File: src/rtl/instr_enc_pkg.sv
// ----------------------------------------------------------------------------
// instr_enc_pkg
// Shared definitions for the MIPS instruction encoder: the symbolic operation
// enum, the 6-bit primary opcodes, the R-type funct codes and the NOP word.
// The control decoder imports the same constants so both sides agree on the
// encoding. Also holds the combinational field-packing function.
// ----------------------------------------------------------------------------
package instr_enc_pkg;

    // Symbolic operations accepted on req_op; codes 13..15 are illegal.
    typedef enum logic [3:0] {
        OP_ADD  = 4'd0,
        OP_SUB  = 4'd1,
        OP_AND  = 4'd2,
        OP_OR   = 4'd3,
        OP_SLT  = 4'd4,
        OP_LW   = 4'd5,
        OP_SW   = 4'd6,
        OP_BEQ  = 4'd7,
        OP_J    = 4'd8,
        OP_ADDI = 4'd9,
        OP_ANDI = 4'd10,
        OP_ORI  = 4'd11,
        OP_SLTI = 4'd12
    } op_e;

    // Primary opcode field, instruction bits [31:26].
    localparam logic [5:0] OPC_RTYPE = 6'b000000;
    localparam logic [5:0] OPC_LW    = 6'b100011;
    localparam logic [5:0] OPC_SW    = 6'b101011;
    localparam logic [5:0] OPC_BEQ   = 6'b000100;
    localparam logic [5:0] OPC_J     = 6'b000010;
    localparam logic [5:0] OPC_ADDI  = 6'b001000;
    localparam logic [5:0] OPC_ANDI  = 6'b001100;
    localparam logic [5:0] OPC_ORI   = 6'b001101;
    localparam logic [5:0] OPC_SLTI  = 6'b001010;

    // R-type funct field, instruction bits [5:0].
    localparam logic [5:0] FUNCT_ADD = 6'b100000;
    localparam logic [5:0] FUNCT_SUB = 6'b100010;
    localparam logic [5:0] FUNCT_AND = 6'b100100;
    localparam logic [5:0] FUNCT_OR  = 6'b100101;
    localparam logic [5:0] FUNCT_SLT = 6'b101010;

    // sll $0,$0,0 -- the canonical MIPS no-op.
    localparam logic [31:0] NOP_WORD = 32'h0000_0000;

    // Anything past the last defined op is illegal.
    function automatic logic is_legal_op(input logic [3:0] op);
        return op <= OP_SLTI;
    endfunction

    // Control-transfer ops that own a delay slot.
    function automatic logic needs_delay_slot(input logic [3:0] op);
        return (op == OP_BEQ) || (op == OP_J);
    endfunction

    // Packs the symbolic fields into a 32-bit MIPS word. Fields the format
    // does not use are simply ignored; illegal ops return NOP_WORD, but the
    // caller never pushes those.
    function automatic logic [31:0] encode_instr(
        input logic [3:0]  op,
        input logic [4:0]  rs,
        input logic [4:0]  rt,
        input logic [4:0]  rd,
        input logic [15:0] imm,
        input logic [25:0] target
    );
        logic [31:0] word;
        word = NOP_WORD;
        case (op)
            OP_ADD:  word = {OPC_RTYPE, rs, rt, rd, 5'b0, FUNCT_ADD};
            OP_SUB:  word = {OPC_RTYPE, rs, rt, rd, 5'b0, FUNCT_SUB};
            OP_AND:  word = {OPC_RTYPE, rs, rt, rd, 5'b0, FUNCT_AND};
            OP_OR:   word = {OPC_RTYPE, rs, rt, rd, 5'b0, FUNCT_OR};
            OP_SLT:  word = {OPC_RTYPE, rs, rt, rd, 5'b0, FUNCT_SLT};
            OP_LW:   word = {OPC_LW,   rs, rt, imm};
            OP_SW:   word = {OPC_SW,   rs, rt, imm};
            OP_BEQ:  word = {OPC_BEQ,  rs, rt, imm};
            OP_J:    word = {OPC_J,    target};
            OP_ADDI: word = {OPC_ADDI, rs, rt, imm};
            OP_ANDI: word = {OPC_ANDI, rs, rt, imm};
            OP_ORI:  word = {OPC_ORI,  rs, rt, imm};
            OP_SLTI: word = {OPC_SLTI, rs, rt, imm};
            default: word = NOP_WORD;
        endcase
        return word;
    endfunction

endpackage

File: src/rtl/enc_fifo.sv
// ----------------------------------------------------------------------------
// enc_fifo
// Synchronous FIFO buffering encoded instruction words. Can write one or two
// words per cycle (the second slot carries delay-slot padding) and pops one.
// Pointers are log2(DEPTH) bits plus a wrap bit; full/empty come from pointer
// compare. The caller only pushes when enough space is free.
//
// Ports:
//   clk_i     clock
//   clear_i   synchronous clear of both pointers (reset or flush)
//   push_i    write wdata0_i this cycle
//   push2_i   with push_i, also write wdata1_i behind wdata0_i
//   wdata0_i  first word written
//   wdata1_i  second word written when push2_i
//   pop_i     drop the head word (ignored when empty)
//   rdata_o   head word, zero while empty
//   full_o    no free entries
//   empty_o   no stored entries
//   count_o   number of stored entries
// ----------------------------------------------------------------------------
module enc_fifo #(
    parameter int unsigned DEPTH = 4,
    parameter int unsigned WIDTH = 32
) (
    input  logic                       clk_i,
    input  logic                       clear_i,
    input  logic                       push_i,
    input  logic                       push2_i,
    input  logic [WIDTH-1:0]           wdata0_i,
    input  logic [WIDTH-1:0]           wdata1_i,
    input  logic                       pop_i,
    output logic [WIDTH-1:0]           rdata_o,
    output logic                       full_o,
    output logic                       empty_o,
    output logic [$clog2(DEPTH):0]     count_o
);
    localparam int unsigned AW = $clog2(DEPTH);
    localparam int unsigned PW = AW + 1;

    logic [PW-1:0]    wptr_q, wptr_d;
    logic [PW-1:0]    rptr_q, rptr_d;
    logic [WIDTH-1:0] mem_q [DEPTH];

    // Equal pointers mean empty; same index with differing wrap bits means full.
    assign empty_o = (wptr_q == rptr_q);
    assign full_o  = (wptr_q[AW] != rptr_q[AW]) && (wptr_q[AW-1:0] == rptr_q[AW-1:0]);
    assign count_o = wptr_q - rptr_q;
    assign rdata_o = empty_o ? '0 : mem_q[rptr_q[AW-1:0]];

    // Next pointer values: the write pointer advances by one or two words,
    // the read pointer by one on a pop of a non-empty FIFO.
    always_comb begin
        wptr_d = wptr_q;
        rptr_d = rptr_q;
        if (push_i) begin
            wptr_d = wptr_q + (push2_i ? PW'(2) : PW'(1));
        end
        if (pop_i && !empty_o) begin
            rptr_d = rptr_q + PW'(1);
        end
    end

    // Pointer registers; clear wins over any push or pop in the same cycle.
    always_ff @(posedge clk_i) begin
        if (clear_i) begin
            wptr_q <= '0;
            rptr_q <= '0;
        end else begin
            wptr_q <= wptr_d;
            rptr_q <= rptr_d;
        end
    end

    // Storage is never reset; the pointers alone decide what is valid.
    // The second word lands in the slot after the first, wrapping naturally.
    always_ff @(posedge clk_i) begin
        if (push_i && !clear_i) begin
            mem_q[wptr_q[AW-1:0]] <= wdata0_i;
            if (push2_i) begin
                mem_q[wptr_q[AW-1:0] + AW'(1)] <= wdata1_i;
            end
        end
    end

endmodule

File: src/rtl/instr_encoder.sv
// ----------------------------------------------------------------------------
// instr_encoder
// Turns symbolic instruction requests into 32-bit MIPS words, buffers them in
// enc_fifo and streams them to an instruction-memory write port with an
// auto-incrementing byte address. Inverse of the main control decoder.
//
// Configuration macro: ENC_DELAY_SLOT_EN
//   defined   -> every accepted BEQ/J is followed by a NOP word, pushed in
//                the same cycle; requests need two free entries.
//   undefined -> no padding; requests need one free entry.
//
// Ports:
//   clk          clock
//   rst          synchronous active-high reset (priority over flush)
//   flush        synchronous clear of FIFO, address, counter and error flag
//   req_valid    request present
//   req_ready    request can be accepted
//   req_op       operation (instr_enc_pkg::op_e, 13..15 illegal)
//   req_rs       rs field
//   req_rt       rt field
//   req_rd       rd field (R-type)
//   req_imm      immediate / branch offset (I-type)
//   req_target   jump target (J-type)
//   out_valid    encoded word available
//   out_ready    memory accepts the word
//   out_data     encoded word
//   out_addr     byte address of out_data
//   err_illegal  sticky flag: an illegal op was accepted
//   words_out    words emitted, saturating at 0xFFFF
// ----------------------------------------------------------------------------
module instr_encoder
    import instr_enc_pkg::*;
#(
    parameter int unsigned       FIFO_DEPTH = 4,
    parameter int unsigned       ADDR_W     = 32,
    parameter logic [ADDR_W-1:0] START_ADDR = '0
) (
    input  logic              clk,
    input  logic              rst,
    input  logic              flush,
    input  logic              req_valid,
    output logic              req_ready,
    input  logic [3:0]        req_op,
    input  logic [4:0]        req_rs,
    input  logic [4:0]        req_rt,
    input  logic [4:0]        req_rd,
    input  logic [15:0]       req_imm,
    input  logic [25:0]       req_target,
    output logic              out_valid,
    input  logic              out_ready,
    output logic [31:0]       out_data,
    output logic [ADDR_W-1:0] out_addr,
    output logic              err_illegal,
    output logic [15:0]       words_out
);
    localparam int unsigned CW = $clog2(FIFO_DEPTH) + 1;

    logic [CW-1:0]     fifoCount;
    logic              fifoFull;
    logic              fifoEmpty;
    logic [31:0]       fifoData;
    logic [31:0]       encWord;
    logic              roomOk;
    logic              pushNop;
    logic              clearAll;
    logic              accept;
    logic              opLegal;
    logic              pushWord;
    logic              popWord;

    logic [ADDR_W-1:0] outAddr_q, outAddr_d;
    logic [15:0]       wordsOut_q, wordsOut_d;
    logic              errIllegal_q, errIllegal_d;

`ifdef ENC_DELAY_SLOT_EN
    // A branch/jump plus its NOP must go in together, so every request waits
    // for two free entries even if it will only use one.
    assign roomOk  = !fifoFull && (fifoCount != CW'(FIFO_DEPTH - 1));
    assign pushNop = needs_delay_slot(req_op);
`else
    // Occupancy is only needed for the two-entry check of the padded build.
    logic unusedCount;
    assign unusedCount = ^fifoCount;
    assign roomOk      = !fifoFull;
    assign pushNop     = 1'b0;
`endif

    // Readiness depends only on registered occupancy, never on out_ready, so
    // a full FIFO refuses a push even in a cycle where it is also popped.
    assign req_ready = !rst && roomOk;
    assign clearAll  = rst || flush;
    assign accept    = req_valid && req_ready && !flush;
    assign opLegal   = is_legal_op(req_op);
    assign pushWord  = accept && opLegal;
    assign popWord   = out_valid && out_ready && !clearAll;
    assign encWord   = encode_instr(req_op, req_rs, req_rt, req_rd, req_imm, req_target);

    enc_fifo #(
        .DEPTH (FIFO_DEPTH),
        .WIDTH (32)
    ) u_fifo (
        .clk_i    (clk),
        .clear_i  (clearAll),
        .push_i   (pushWord),
        .push2_i  (pushNop),
        .wdata0_i (encWord),
        .wdata1_i (NOP_WORD),
        .pop_i    (popWord),
        .rdata_o  (fifoData),
        .full_o   (fifoFull),
        .empty_o  (fifoEmpty),
        .count_o  (fifoCount)
    );

    assign out_valid   = !fifoEmpty;
    assign out_data    = fifoData;
    assign out_addr    = outAddr_q;
    assign err_illegal = errIllegal_q;
    assign words_out   = wordsOut_q;

    // Output-side bookkeeping: each pop moves the address one word on
    // (wrapping silently) and bumps the saturating word counter. An illegal
    // op still completes its handshake but only raises the sticky error.
    always_comb begin
        outAddr_d    = outAddr_q;
        wordsOut_d   = wordsOut_q;
        errIllegal_d = errIllegal_q;
        if (flush) begin
            outAddr_d    = START_ADDR;
            wordsOut_d   = '0;
            errIllegal_d = 1'b0;
        end else begin
            if (popWord) begin
                outAddr_d  = outAddr_q + ADDR_W'(4);
                wordsOut_d = (wordsOut_q == 16'hFFFF) ? wordsOut_q : wordsOut_q + 16'd1;
            end
            if (accept && !opLegal) begin
                errIllegal_d = 1'b1;
            end
        end
    end

    // Bookkeeping registers with synchronous reset.
    always_ff @(posedge clk) begin
        if (rst) begin
            outAddr_q    <= START_ADDR;
            wordsOut_q   <= '0;
            errIllegal_q <= 1'b0;
        end else begin
            outAddr_q    <= outAddr_d;
            wordsOut_q   <= wordsOut_d;
            errIllegal_q <= errIllegal_d;
        end
    end

endmodule
File: config.mk
export PLATFORM = sky130hd
export DESIGN_NAME = instr_encoder
export DESIGN_NICKNAME = d
export VERILOG_FILES = /design/src/rtl/instr_enc_pkg.sv /design/src/rtl/enc_fifo.sv /design/src/rtl/instr_encoder.sv
export SDC_FILE = /design/constraint.sdc
export NUM_CORES = 1
export LEC_CHECK = 0
export ABC_AREA = 1
export CORE_MARGIN = 3
export CORE_UTILIZATION = 25
export CTS_CLUSTER_DIAMETER = 60
export DETAILED_ROUTE_END_ITERATION = 7
export GPL_ROUTABILITY_DRIVEN = 0
export GPL_TIMING_DRIVEN = 0
export PLACE_DENSITY = 0.51
export SETUP_SLACK_MARGIN = 0.5
export SKIP_LAST_GASP = 1
export SLEW_MARGIN = 10
export SYNTH_ARGS = -nofsm -noshare
export SYNTH_HDL_FRONTEND = slang
export SYNTH_SLANG_ARGS = --single-unit
File: constraint.sdc
create_clock -name clk -period 6.65 [get_ports clk]
set_input_delay 1.33 -clock clk [delete_from_list [all_inputs] [get_ports clk]]
set_output_delay 1.33 -clock clk [all_outputs]
set_load 0.01 [all_outputs]
### After elaboration in Yosys (flattened, before gate mapping)

Memory sizes are Yosys's and may differ from the RTL's. A register that Yosys moved wholly into a read port is not among the register bits.
Index checks and enable logic that the tools add are counted.

* register bits: 55
* RAM bits: 128
* word-level logic and storage cells: 54
* memories: 1

Memory list
* u_fifo.mem_q: depth 4, width 32, read ports 1, clocked after Yosys merged registers in 1, wr ports 1, RTL line enc_fifo.sv:42 `logic [WIDTH-1:0] mem_q [DEPTH];`

* add/subtract/negate cells: 4
* magnitude comparators: 1
* equality and inequality tests: 16
* mux-type cells: 6
* bitwise operators: 1
* reductions and logical operators: 20

Operators by type and width (count)
* one-hot mux 32 bit (13 select lines): 1
* adder 32 x 3 -> 32 bit (second input constant): 1
* two-way mux 32 bit: 1
* == test 4 bit (second input constant): 5
* adder 16 x 1 -> 16 bit (second input constant): 1
* == test 16 bit (second input constant): 1
* == test 4 x 3 -> 1 bit (second input constant): 4
* logical AND 1 bit: 10
* == test 4 x 2 -> 1 bit (second input constant): 2
* adder 3 x 1 -> 3 bit (second input constant): 2
* zero test 1 bit: 6
* == test 4 x 1 -> 1 bit (second input constant): 1
* <= comparator 4 bit (second input constant): 1
* zero test 4 bit: 1
* two-way mux 2 bit: 2
* == test 3 bit: 1
* == test 2 bit: 1
* two-way mux 1 bit: 2
* AND reduction 2 bit: 1
* OR reduction 2 bit: 1
* logical OR 1 bit: 1
* != test 1 bit: 1
* NOT 1 bit: 1

### Logic depth before layout (Yosys ltp)

* depth in word-level cells: 10
* depth in mapped cells: 11
* gate-level depth less buffers: 10

### Hierarchy

Synthesis repeated with hierarchy kept, for this count alone.

* cell total of the unflattened synthesis: 1325
* area total of the unflattened synthesis: 10183.5 um2

Modules (own cells, without submodules)
* enc_fifo: times used 1, cells each 794, area an instance 7000.5 um2
* instr_encoder: times used 1, cells each 531, area an instance 3183.1 um2

### Least setup slack after synthesis

No wires, ideal clock.

* path type: input port to flip-flop
* from: input port flush
* to: memory u_fifo.mem_q[3][0], enable pin
* arrival: 3.292 ns
* data required time: 6.229 ns
* setup slack: 2.938 ns
* stages on the path: 5
* cell sequence: nor2_4 -> inv_4 -> nor2_1 -> nand3_1 -> nor2_1

* cells in the longest elaborated chain, start to end: 6
* elaborated cells on any way between the ends: 8
* those cells by class: mux: 2; reduce/logical: 6

Ends and longest elaborated chain
* start, declared: RTL line instr_encoder.sv:40 `input logic flush,`
* zero test 1 bit: RTL line instr_encoder.sv:92 `assign accept = req_valid && req_ready && !flush;`
* logical AND 1 bit: RTL line instr_encoder.sv:92
* logical AND 1 bit: RTL line instr_encoder.sv:94 `assign pushWord = accept && opLegal;`
* logical AND 1 bit (*): RTL line enc_fifo.sv:77 `if (push_i && !clear_i) begin`
* two-way mux 1 bit (*): RTL line enc_fifo.sv:77
* two-way mux 1 bit (implied by the code) (*): RTL line enc_fifo.sv:78 `mem_q[wptr_q[AW-1:0]] <= wdata0_i;`
* end, declared: RTL line enc_fifo.sv:42

Mark *: on every way between the ends. The rest lies on a longest branch, timed or not.

==> run metrics <==
DRC violation total after the first TritonRoute iteration=553; dpl hpwl=17.7 mm; number of nets in the layout=1218; initial antenna violation count=0; Synth Warn #=0; worst r2r src=u_fifo.wptr_q[0]; portion of netlist area occupied by mux cells=0; Yosys top cell area share=0.436; I/O pin count=approximately 150; DRC Markers=0; root buf cell=clkbuf_16; post-synthesis adder-cell area fraction=0.0102; Simple-Gate Fraction of Synth Area=0.243; HP Class=reg2reg; RSZ-0062 raised after global routing=no; grt total ovfl=0; Synth Area in XOR/XNOR=0.0225; R2R Setup Slk=4.24 ns; crit path to=out_data[28]; max-slew violation count=0; CP Capture Type=output pin; global-route wire length before repair=39.1 mm; synthesized cell area=~8500 um2; die area=36400 um2; Pre-Repair DR Iteration Count=5; Synth Area in Compound Gates=0.0954; worst-margin pin slew=0.712 ns; Overall Global Routing Usage=0.138; Synth area leader=edfxtp_1; proportion of layout cells with a drive suffix above 1=0.0726; # clock sinks=between 150 and 200; clock slew at reported path FFs=0.08 ns; final critical-path share of the clock period=0.607; Slew HR=0.519; design area=11300 um2; most frequent cells in the layout=nand2_1, nor2_1, clkdlybuf4s50_1, edfxtp_1, inv_1; post-synthesis async set-or-reset flop share=0; number of global-route vias before repair=7089; vias=7180; largest cells by area after synthesis=edfxtp_1, dfxtp_1, nand2_1, nor2_1, inv_1; area growth from synthesis to layout=31.8%; setup violators final=0; die height=191 um; cells on worst reg2reg path=7; startpoint types=flop; Die X=191 um; row count=67; leak pwr=4.03 nW; port buffer count=around 140; Yosys reg bits=179; drt total wl=25.2 mm; Post-Place Cell Area=between 10000 and 15000 um2; syn_area_per_cell=8.76 um2; Worst Hold Depth=2; ys flop type=edfxtp_1; WS Path Type=reg2out; Final Hold Fails=0; Netlist cell types=40; number of synthesized flops with an enable pin=124; Starting Density=0.254; Avg Vias per Cell=~4.5; Achievable Freq=248 MHz; Final Critical Period=around 4.0 ns; core area=33600 um2; H-tree Lvls=4; Synth Instances=976; Max Cap Violations=0; Hold Crit Start=words_out[3]; DRT antenna net count=0; Worst Path Max Fanout=10; latest clock arrival within the worst-skew pair=0.43 ns; register area share after synthesis=0.564; most common cell after layout, fill and taps aside=nand2_1; total power divided by cell area=214 nW/um2; Clock Tree Buf Depth=2; TritonCTS clock tree=yes; worst vdd ir=182 uV; setup_tns=0 ns; largest net degree at the start of global routing=23; post-CTS sizing=0; RR Endpoint=u_fifo.mem_q[1][7]; non-filler cells, final=1605; setup bufs post-CTS=0; routed length per instance=15.7 um; run status=finished clean; number of cells after detailed placement=1574; hold-fix buffers at CTS=0; Worst Clk Skew=0.0155 ns; Worst EP arrival=2.71 ns; WP data required=5.32 ns; Num CTS Buffers=17; # diodes=0; largest family of logic cells by synthesized area=simple AND/OR/NAND/NOR gates
-- synthesized netlist by cell type (all sizes together), types with 6 or more instances --
master and n:
nand2 264, nor2 189, edfxtp 124, inv 89, o21ai 57, dfxtp 55
nand3 40, a21oi 33, o32ai 31, clkbuf 27, buf 15, xor2 13
xnor2 9, ha 7, a22o 6
-- metal layers --
metal	routed length, um	part of all wire	track usage	vias up
met2	11700	0.47	0.226	230
met3	1650	0.066	0.0359	18
met1	11500	0.46	0.182	3365
met5	0	0	0	-
met4	301	0.012	0.0339	0
li1	-	-	-	3567
-- cell families after synthesis --
group | Yosys count
buffers and inverters | 131
DFF | 179
adders and majority gates | 7
other | 1
and+or+nand+nor | 504
xor gates and xnor gates | 22
AOI/OAI and AO/OA | 132
-- state kept, by name, indices dropped and copies added (netlist names), named ones only --
register       count
u_fifo.rptr_q      3
words_out         16
u_fifo.mem_q     124
u_fifo.wptr_q      3
out_addr          30
err_illegal        1
-- critical path: stages, from the launching register on --
cell and delay [ns]:
dfxtp_1 0.30, buf_2 0.18, inv_2 0.15, clkbuf_1 0.50, nor2_1 0.08, o32ai_1 0.31
nand2_1 0.14, inv_1 0.08, clkdlybuf4s50_1 0.53
-- worst min-delay path by stage --
stage	endpoint	slack [ns]
after floorplan	u_fifo.wptr_q[2]	0.49
final	words_out[3]	0.51
after global routing	out_addr[10]	0.56
after CTS	words_out[3]	0.52
after global placement	words_out[3]	0.50
after detailed placement	words_out[3]	0.50
-- through the flow --
stage / util / power (W) / hold slack, ns / setup WS (ns)
floorplan: - / 0.00132 / 0.490 / 2.94
global placement: 0.314 / 0.00142 / 0.497 / 0.952
detailed placement: 0.318 / 0.00143 / 0.499 / 2.61
CTS: 0.335 / 0.00244 / 0.518 / 2.57
global route: 0.335 / 0.00250 / 0.564 / 2.46
finish: 0.335 / 0.00241 / 0.508 / 2.61
-- power by group --
part / switching, W / internal [W] / leakage, nW
Combinational: 0.000109 / 0.0000824 / 2.17
Clock: 0.000474 / 0.000534 / 0.276
Sequential: 0.00000312 / 0.00121 / 1.58
-- layout make-up --
| cell class | count | area, um2 |
|---|---|---|
| Buffer | 42 | 203 |
| Clock buffer | 17 | 425 |
| Clock inverter | 14 | 161 |
| Fill cell | 3483 | 22300 |
| Inverter | 89 | 347 |
| Multi-Input combinational cell | 668 | 3210 |
| Sequential cell | 179 | 4820 |
| Tap cell | 448 | 561 |
| Timing Repair Buffer | 148 | 1540 |
Note: power is estimated with default switching activity, not from simulation.
